==> src/rtl/multicycle_ctrl_fsm.sv <==
// rtl/multicycle_ctrl_fsm.sv - multicycle control FSM for the tinylab CPU datapath
//
// Sequences FETCH -> DECODE -> EXEC/JUMP -> WRITEBACK and drives the PC,
// instruction-fetch, ALU-group and register-file enables. Adds run/halt
// control, a conditional branch (JZ), illegal-opcode trapping and an
// ALU-completion watchdog on top of the basic sequencer.
//
// Optional feature macro: MULTICYCLE_CTRL_PERF_EN (adds retired_cnt).
//
// Ports:
//   clk         in   system clock, rising edge
//   rst         in   asynchronous reset, active-high
//   run         in   level; leaves IDLE/HALT toward FETCH
//   alu_end     in   ALU result valid this cycle
//   alu_zero    in   zero flag of last ALU result (sampled in DECODE for JZ)
//   rd          in   destination register field, latched in DECODE
//   opcode      in   opcode, latched in DECODE
//   en_fetch    out  instruction register load
//   en_pc       out  PC update enable
//   en_group    out  ALU operand group enable
//   pc_ctrl     out  01 increment, 10 load jump target, 00 hold
//   reg_en      out  one-hot register write enable
//   alu_in_sel  out  ALU operand B select
//   alu_func    out  ALU operation
//   halted      out  high in HALT
//   illegal     out  high in ERROR, sticky until rst
//   retired_cnt out  retired-instruction counter (perf build only)

module multicycle_ctrl_fsm #(
  parameter int NUM_REGS    = 4,
  parameter int RD_W        = $clog2(NUM_REGS),
  parameter int ALU_TIMEOUT = 15
) (
  input  logic                clk,
  input  logic                rst,
  input  logic                run,
  input  logic                alu_end,
  input  logic                alu_zero,
  input  logic [RD_W-1:0]     rd,
  input  logic [3:0]          opcode,
  output logic                en_fetch,
  output logic                en_pc,
  output logic                en_group,
  output logic [1:0]          pc_ctrl,
  output logic [NUM_REGS-1:0] reg_en,
  output logic                alu_in_sel,
  output logic [2:0]          alu_func,
  output logic                halted,
  output logic                illegal
`ifdef MULTICYCLE_CTRL_PERF_EN
  ,
  output logic [31:0]         retired_cnt
`endif
);

  typedef enum logic [2:0] {
    S_IDLE      = 3'd0,
    S_FETCH     = 3'd1,
    S_DECODE    = 3'd2,
    S_EXEC      = 3'd3,
    S_JUMP      = 3'd4,
    S_WRITEBACK = 3'd5,
    S_HALT      = 3'd6,
    S_ERROR     = 3'd7
  } state_t;

  localparam logic [3:0] OP_MOVEB = 4'b0000;
  localparam logic [3:0] OP_ADD   = 4'b0010;
  localparam logic [3:0] OP_SUB   = 4'b0101;
  localparam logic [3:0] OP_AND   = 4'b0111;
  localparam logic [3:0] OP_OR    = 4'b1001;
  localparam logic [3:0] OP_JUMP  = 4'b1010;
  localparam logic [3:0] OP_JZ    = 4'b1011;
  localparam logic [3:0] OP_HALT  = 4'b1111;

  // Watchdog only ever needs to count 0 .. ALU_TIMEOUT-1.
  localparam int WD_W = (ALU_TIMEOUT > 1) ? $clog2(ALU_TIMEOUT) : 1;
  localparam logic [WD_W-1:0] WD_LAST =
    (ALU_TIMEOUT > 0) ? WD_W'(ALU_TIMEOUT - 1) : '0;

  localparam logic [NUM_REGS-1:0] REG_ONE = {{(NUM_REGS-1){1'b0}}, 1'b1};

  state_t          state_q, state_d;
  logic [3:0]      op_q;
  logic [RD_W-1:0] rd_q;
  logic [WD_W-1:0] wd_q, wd_d;
  logic            rd_ok;

  // Non-power-of-two register counts leave rd encodings with no register.
  assign rd_ok = ({{(32-RD_W){1'b0}}, rd} < 32'(NUM_REGS));

  always_ff @(posedge clk or posedge rst) begin
    if (rst) begin
      state_q <= S_IDLE;
      op_q    <= '0;
      rd_q    <= '0;
      wd_q    <= '0;
    end else begin
      state_q <= state_d;
      wd_q    <= wd_d;
      if (state_q == S_DECODE) begin
        op_q <= opcode;
        rd_q <= rd;
      end
    end
  end

  always_comb begin
    state_d = state_q;
    wd_d    = wd_q;
    case (state_q)
      S_IDLE: begin
        if (run) state_d = S_FETCH;
      end
      S_FETCH: begin
        state_d = S_DECODE;
      end
      S_DECODE: begin
        case (opcode)
          OP_MOVEB, OP_ADD, OP_SUB, OP_AND, OP_OR: begin
            if (rd_ok) begin
              state_d = S_EXEC;
              wd_d    = '0;
            end else begin
              state_d = S_ERROR;
            end
          end
          OP_JUMP: state_d = S_JUMP;
          OP_JZ:   state_d = alu_zero ? S_JUMP : S_FETCH;
          OP_HALT: state_d = S_HALT;
          default: state_d = S_ERROR;
        endcase
      end
      S_EXEC: begin
        // alu_end wins over a timeout landing on the same cycle.
        if (alu_end) begin
          state_d = S_WRITEBACK;
        end else if (ALU_TIMEOUT != 0) begin
          if (wd_q == WD_LAST) state_d = S_ERROR;
          else                 wd_d    = wd_q + WD_W'(1);
        end
      end
      S_JUMP: begin
        state_d = S_FETCH;
      end
      S_WRITEBACK: begin
        state_d = S_FETCH;
      end
      S_HALT: begin
        if (run) state_d = S_FETCH;
      end
      S_ERROR: begin
        state_d = S_ERROR;
      end
      default: begin
        state_d = S_IDLE;
      end
    endcase
  end

  always_comb begin
    en_fetch   = 1'b0;
    en_pc      = 1'b0;
    en_group   = 1'b0;
    pc_ctrl    = 2'b00;
    reg_en     = '0;
    alu_in_sel = 1'b0;
    alu_func   = 3'b000;
    halted     = 1'b0;
    illegal    = 1'b0;
    case (state_q)
      S_FETCH: begin
        en_fetch = 1'b1;
        en_pc    = 1'b1;
        pc_ctrl  = 2'b01;
      end
      S_EXEC: begin
        en_group = 1'b1;
        case (op_q)
          OP_ADD:  alu_func = 3'b001;
          OP_SUB:  alu_func = 3'b010;
          OP_AND:  alu_func = 3'b011;
          OP_OR:   alu_func = 3'b100;
          default: alu_func = 3'b000;
        endcase
        alu_in_sel = (op_q == OP_SUB) || (op_q == OP_AND) || (op_q == OP_OR);
      end
      S_JUMP: begin
        en_pc   = 1'b1;
        pc_ctrl = 2'b10;
      end
      S_WRITEBACK: begin
        reg_en = REG_ONE << rd_q;
      end
      S_HALT: begin
        halted = 1'b1;
      end
      S_ERROR: begin
        illegal = 1'b1;
      end
      default: begin
      end
    endcase
  end

`ifdef MULTICYCLE_CTRL_PERF_EN
  logic retire;

  // An instruction retires when it leaves WRITEBACK or JUMP, or when a
  // not-taken JZ leaves DECODE straight back to FETCH.
  assign retire = (state_q == S_WRITEBACK) || (state_q == S_JUMP) ||
                  ((state_q == S_DECODE) && (opcode == OP_JZ) && !alu_zero);

  always_ff @(posedge clk or posedge rst) begin
    if (rst)         retired_cnt <= '0;
    else if (retire) retired_cnt <= retired_cnt + 32'd1;
  end
`endif

endmodule
==> config.mk <==
export PLATFORM = sky130hd
export DESIGN_NAME = multicycle_ctrl_fsm
export DESIGN_NICKNAME = d
export VERILOG_FILES = /design/src/rtl/multicycle_ctrl_fsm.sv
export SDC_FILE = /design/constraint.sdc
export NUM_CORES = 1
export LEC_CHECK = 0
export CAP_MARGIN = 0
export CORE_AREA = 2 2 57 64
export CTS_BUF_LIST = sky130_fd_sc_hd__clkbuf_16
export DETAILED_ROUTE_END_ITERATION = 10
export DIE_AREA = 0 0 59 66
export GPL_TIMING_DRIVEN = 1
export SLEW_MARGIN = 25
export SYNTH_ARGS = -nofsm -noshare
export SYNTH_HDL_FRONTEND = slang
export SYNTH_SLANG_ARGS = --single-unit
export TNS_END_PERCENT = 50
==> constraint.sdc <==
create_clock -name clk -period 1.6 [get_ports clk]
set_input_delay 0.4 -clock clk [delete_from_list [all_inputs] [get_ports clk]]
set_output_delay 0.4 -clock clk [all_outputs]
set_load 0.03 [all_outputs]
# After elaboration in Yosys (flattened, before gate mapping)

Cells that the tools add are included.

Register bits after elaboration: 13
Input bits: 11
Output and inout bits: 15
Logic and storage cells: 61

Add/subtract/negate cells: 1
Eq/ne operators: 24
Shifts and indexed selects: 1
Multiplexer cells: 20
Reductions and logical operators: 11

Operator list:

| cell                  | count |
|---|---|
| $eq A4 B4 Y1 const B  | 6 |
| $pmux W3 S4           | 2 |
| $pmux W3 S6           | 1 |
| $eq A4 B3 Y1 const B  | 4 |
| $mux W4               | 4 |
| $mux W3               | 5 |
| $eq A3 B3 Y1 const B  | 4 |
| $eq A4 B2 Y1 const B  | 2 |
| $pmux W4 S2           | 1 |
| $eq A3 B2 Y1 const B  | 2 |
| $mux W1               | 6 |
| $reduce_or A2 Y1      | 3 |
| $reduce_or A5 Y1      | 1 |
| $add A4 B1 Y4 const B | 1 |
| $logic_not A4 Y1      | 1 |
| $ne A2 B1 Y1 const B  | 2 |
| $ne A2 B2 Y1 const B  | 2 |
| $pmux W2 S2           | 1 |
| $reduce_and A4 Y1     | 1 |
| $shl A1 B2 Y4 const A | 1 |
| $eq A3 B1 Y1 const B  | 1 |
| $logic_not A3 Y1      | 1 |
| $ne A3 B3 Y1 const B  | 1 |
| $logic_or A1 B1 Y1    | 2 |
| other kinds (2)       | 2 |

# Depth between registers and ports, before layout

Depth in word-level cells: 4
Gate-level depth with buffers: 5
Gate-level depth less buffers: 5

# Worst setup path before layout

OpenSTA, ideal clock, no wires.

Path type: reg-to-output
Start: register state_q[1]
End: output en_pc
Data arrival time: 1780 ps
Required time: 1200 ps
Setup slack: -580 ps
Cell stages (with the launch flop): 4
Buffers on the path: 1
Path through: dfrtp_1 -> clkbuf_1 -> nor3b_1 -> or2_2

Word-level cells in the longest chain between the ends: 3
Elaborated cells between the ends (all ways): 4
Those cells by class: eq/ne (2); mux (1); reduce/logical (1)

RTL lines:

| what                                         | RTL line | text |
|---|---|---|
| start: declaration                           | 83       | `state_t state_q, state_d;` |
| start signal: assignment                     | 99       | `state_q <= state_d;` |
| $eq A3 B3 Y1 or $eq A3 B1 Y1 (tied branches) | 171      | `case (state_q)` |
| $reduce_or A2 Y1 (no source line) *          | -        |  |
| $mux W1 *                                    | 171      |  |
| end: declaration                             | 42       | `output logic en_pc,` |

Every way passes the cells marked *; elsewhere a longest branch is shown, timed or not.

# Worst setup path after layout

Start: register state_q[2]
End: output en_pc

The elaborated chain is that of the path after synthesis.

==> flow_metrics.env <==
export IMPL_setup_tns_ns=-1.06
export IMPL_worst_ir_drop_vdd_mv=0.558
export IMPL_worstSetupPathType="reg -> out"
export IMPL_maxCapViolCount=0
export IMPL_insertion_delay_ns=0.24
export IMPL_yosysUniqueCellTypes=38
export IMPL_cts_tree="done"
export IMPL_power_density_nw_per_um2=1830
export IMPL_max_freq_mhz=580
export IMPL_drive_above_1_share_pct=53.7
export IMPL_grt_pass1_vias=938
export IMPL_grt_antenna_before_repair=0
export IMPL_vias=886
export IMPL_route_detailed_drc=0
export IMPL_min_delay_path_class="in -> async"
export IMPL_cp_num_buf_inv=2
export IMPL_cpPeakStageDelay_ns=0.40
export IMPL_overflow=0
export IMPL_relSlewSlack_pct=73.4
export IMPL_fp_coreArea_sq_um=3250
export IMPL_final_setup_viol_count=15
export IMPL_post_route_period_util_pct=108
export IMPL_crit_chain="buf_4 > nor3b_4 > or2_4 > buf_6"
export IMPL_die_h_microns=66
export IMPL_start_kind="flip-flop"
export IMPL_rsz0062_at_grt="true"
export IMPL_grt_max_degree=14
export IMPL_n_antenna_cell=0
export IMPL_arrival_ns=1.33
export IMPL_grt_total_usage_pct=14.8
export IMPL_worstPathMaxFanout=5
export IMPL_outcome="finished, violations left"
export IMPL_crit_path_end_kind="output pin"
export IMPL_worst_slew_pin_slew_ns=0.399
export IMPL_place_area_sq_um=1320
export IMPL_synth_flop_cell="dfrtp_1"
export IMPL_postRouteAntennaNets=0
export IMPL_min_period_ns=1.73
export IMPL_crit_required_ns=1.20
export IMPL_wl_per_cell_microns=15.1
export IMPL_crit_slowest_cell="dfrtp_1"
export IMPL_cts_htree_levels=1
export IMPL_maxSlewViolCount=0
export IMPL_dp_hpwl_microns=1900
export IMPL_cts_root_buf="clkbuf_16"
export IMPL_first_iter_violations=18
export IMPL_synth_cell_area_sq_um=873
export IMPL_synthCells=90
export IMPL_num_rows=22
export IMPL_async_reset_ff_share_pct=100
export IMPL_place_port_buffers=25
export IMPL_grt_pass1_wl_microns=4280
export IMPL_synth_edf_count=0
export IMPL_pin_count=26
export IMPL_place_gp_congestion=0.737
export IMPL_reg2regPathDepth=5
export IMPL_viasPerCell=5.15
export IMPL_drt_first_pass_iters=4
export IMPL_start_util_pct=26.9
export IMPL_ys_ff_latch=13
export IMPL_areaGrowthSynthToFinish_pct=81.2
export IMPL_syn_area_per_cell_sq_um=9.70
export IMPL_critical_path_depth=4
export IMPL_cts_buffers=3
export IMPL_final_net_count=150
export IMPL_clock_skew_ns=0.00199
export IMPL_utilization_pct=48.7
export IMPL_whs_ns=0.485
export IMPL_violations="setup timing"
export IMPL_cts_reportedPaths_clkPinSlew_ns=0.05
export IMPL_cts_num_sinks=13
export IMPL_setup_ws_ns=-0.125
export IMPL_hold_viol=0
export IMPL_cts_path_max_buffers=2
export IMPL_dieWidth_microns=59
export IMPL_leakagePower_uw=0.000720
export IMPL_routed_wl_microns=2590
export IMPL_die_area_sq_um=3890
export IMPL_cpLargestDelayFamily="flip-flops"
export IMPL_ys_seq_area_share_pct=37.2
export IMPL_yosys_warnings=0
export IMPL_fin_area_sq_um=1580
export IMPL_synth_fp_nets=103
-- per-layer routing --
metal,wire (microns),up-vias,track usage (%)
met3,102,5,2.35
met1,968,436,14.2
met5,0,-,0
met4,60,0,6.82
li1,-,422,-
met2,1460,23,29.4
-- synth_stat cells, drive strengths merged, types with 2 or more instances --
library cell / n / share of area [%]
a21oi: 4 / 2.3
and3: 3 / 2.1
and3b: 2 / 2.0
and4b: 3 / 3.4
buf: 3 / 2.0
clkbuf: 2 / 0.86
dfrtp: 13 / 37
ha: 2 / 2.9
inv: 5 / 2.1
mux2: 6 / 7.7
nand2: 9 / 3.9
nor2: 5 / 2.1
nor3: 2 / 1.1
nor3b: 5 / 4.9
o211ai: 2 / 2.3
o21ai: 5 / 2.9
-- worst paths after layout --
check / endpoint / slack [ns] / from
worst max-delay path: en_pc / -0.13 / state_q[2]
worst min-delay path: state_q[0] / 0.48 / rst
worst max register to register: wd_q[2] / -0.06 / state_q[2]
worst min register to register: op_q[1] / 0.55 / op_q[1]
max in group asynchronous: state_q[1] / 0.93 / rst
min in group clk: op_q[1] / 0.55 / op_q[1]
-- repair_timing --
action | CTS | global route
gates resized for setup | 22 | 17
setup buffers | 5 | 2
hold buffers | 0 | 0
endpoints found under the setup margin | 19 | 21
pin swaps | 7 | 6
gates cloned | 0 | 0
-- cells by family (layout without fill, tap and decap cells) --
kind of cell	count (synthesis)	count (layout)	synth area share, %
AO/OA/AOI/OAI	19	19	16.3
XOR/XNOR	2	2	2.01
adder cells (fa/ha/maj)	2	2	2.86
buffers and inverters	10	56	5.02
flip-flops	13	13	37.2
multiplexers	6	6	7.74
AND/OR/NAND/NOR	38	38	28.8
-- flip-flops by register name (all words and copies together), names as in the netlist --
register / cells
op_q: 4
wd_q: 4
state_q: 3
rd_q: 2
-- layout by cell type (no fill, tap or decap), types with 2 or more instances in the layout --
cell	Yosys	final
a21oi_1	4	3
and3_4	0	2
and3b_2	0	2
and4b_1	3	2
buf_4	1	20
buf_6	0	15
clkbuf_16	0	3
clkdlybuf4s50_1	0	6
dfrtp_1	13	12
dlymetal6s2s_1	0	4
ha_1	2	2
inv_1	5	6
mux2_2	6	6
nand2_1	9	6
nand2_2	0	2
nor2_4	0	4
nor3_1	2	2
nor3b_4	0	4
o21ai_0	5	3
o21ai_1	0	2
-- report_power, final --
part / internal (uW) / switching [uW]
registers: 492 / 190
clock network: 330 / 139
logic: 908 / 844
total: 1730 / 1170
-- worst register-to-register path, delay by kind of cell (launching register included) --
family          cells  cell delay, ns
flops               1            0.40
compound gates      2            0.40
buf+inv             2            0.29
simple gates        1            0.49
-- layout make-up --
type / instances / area (sq um)
well taps: 36 / 45.0
flip-flops and latches: 13 / 327
fillers: 289 / 1670
clock inverters: 1 / 3.75
clock buffers: 3 / 75.1
repair buffers: 47 / 464
inverters: 5 / 18.8
multi-input cells: 67 / 649
-- stage by stage --
stage	cells	power [uW]	setup slack, ns
5_1_grt	172	3080	-0.175
4_1_cts	172	2830	-0.124
2_1_floorplan	90	1610	-0.0405
3_5_place_dp	163	2130	-0.274
3_3_place_gp	163	2090	-0.274
6_report	172	2900	-0.125
Note: power is estimated with default switching activity, not from simulation.
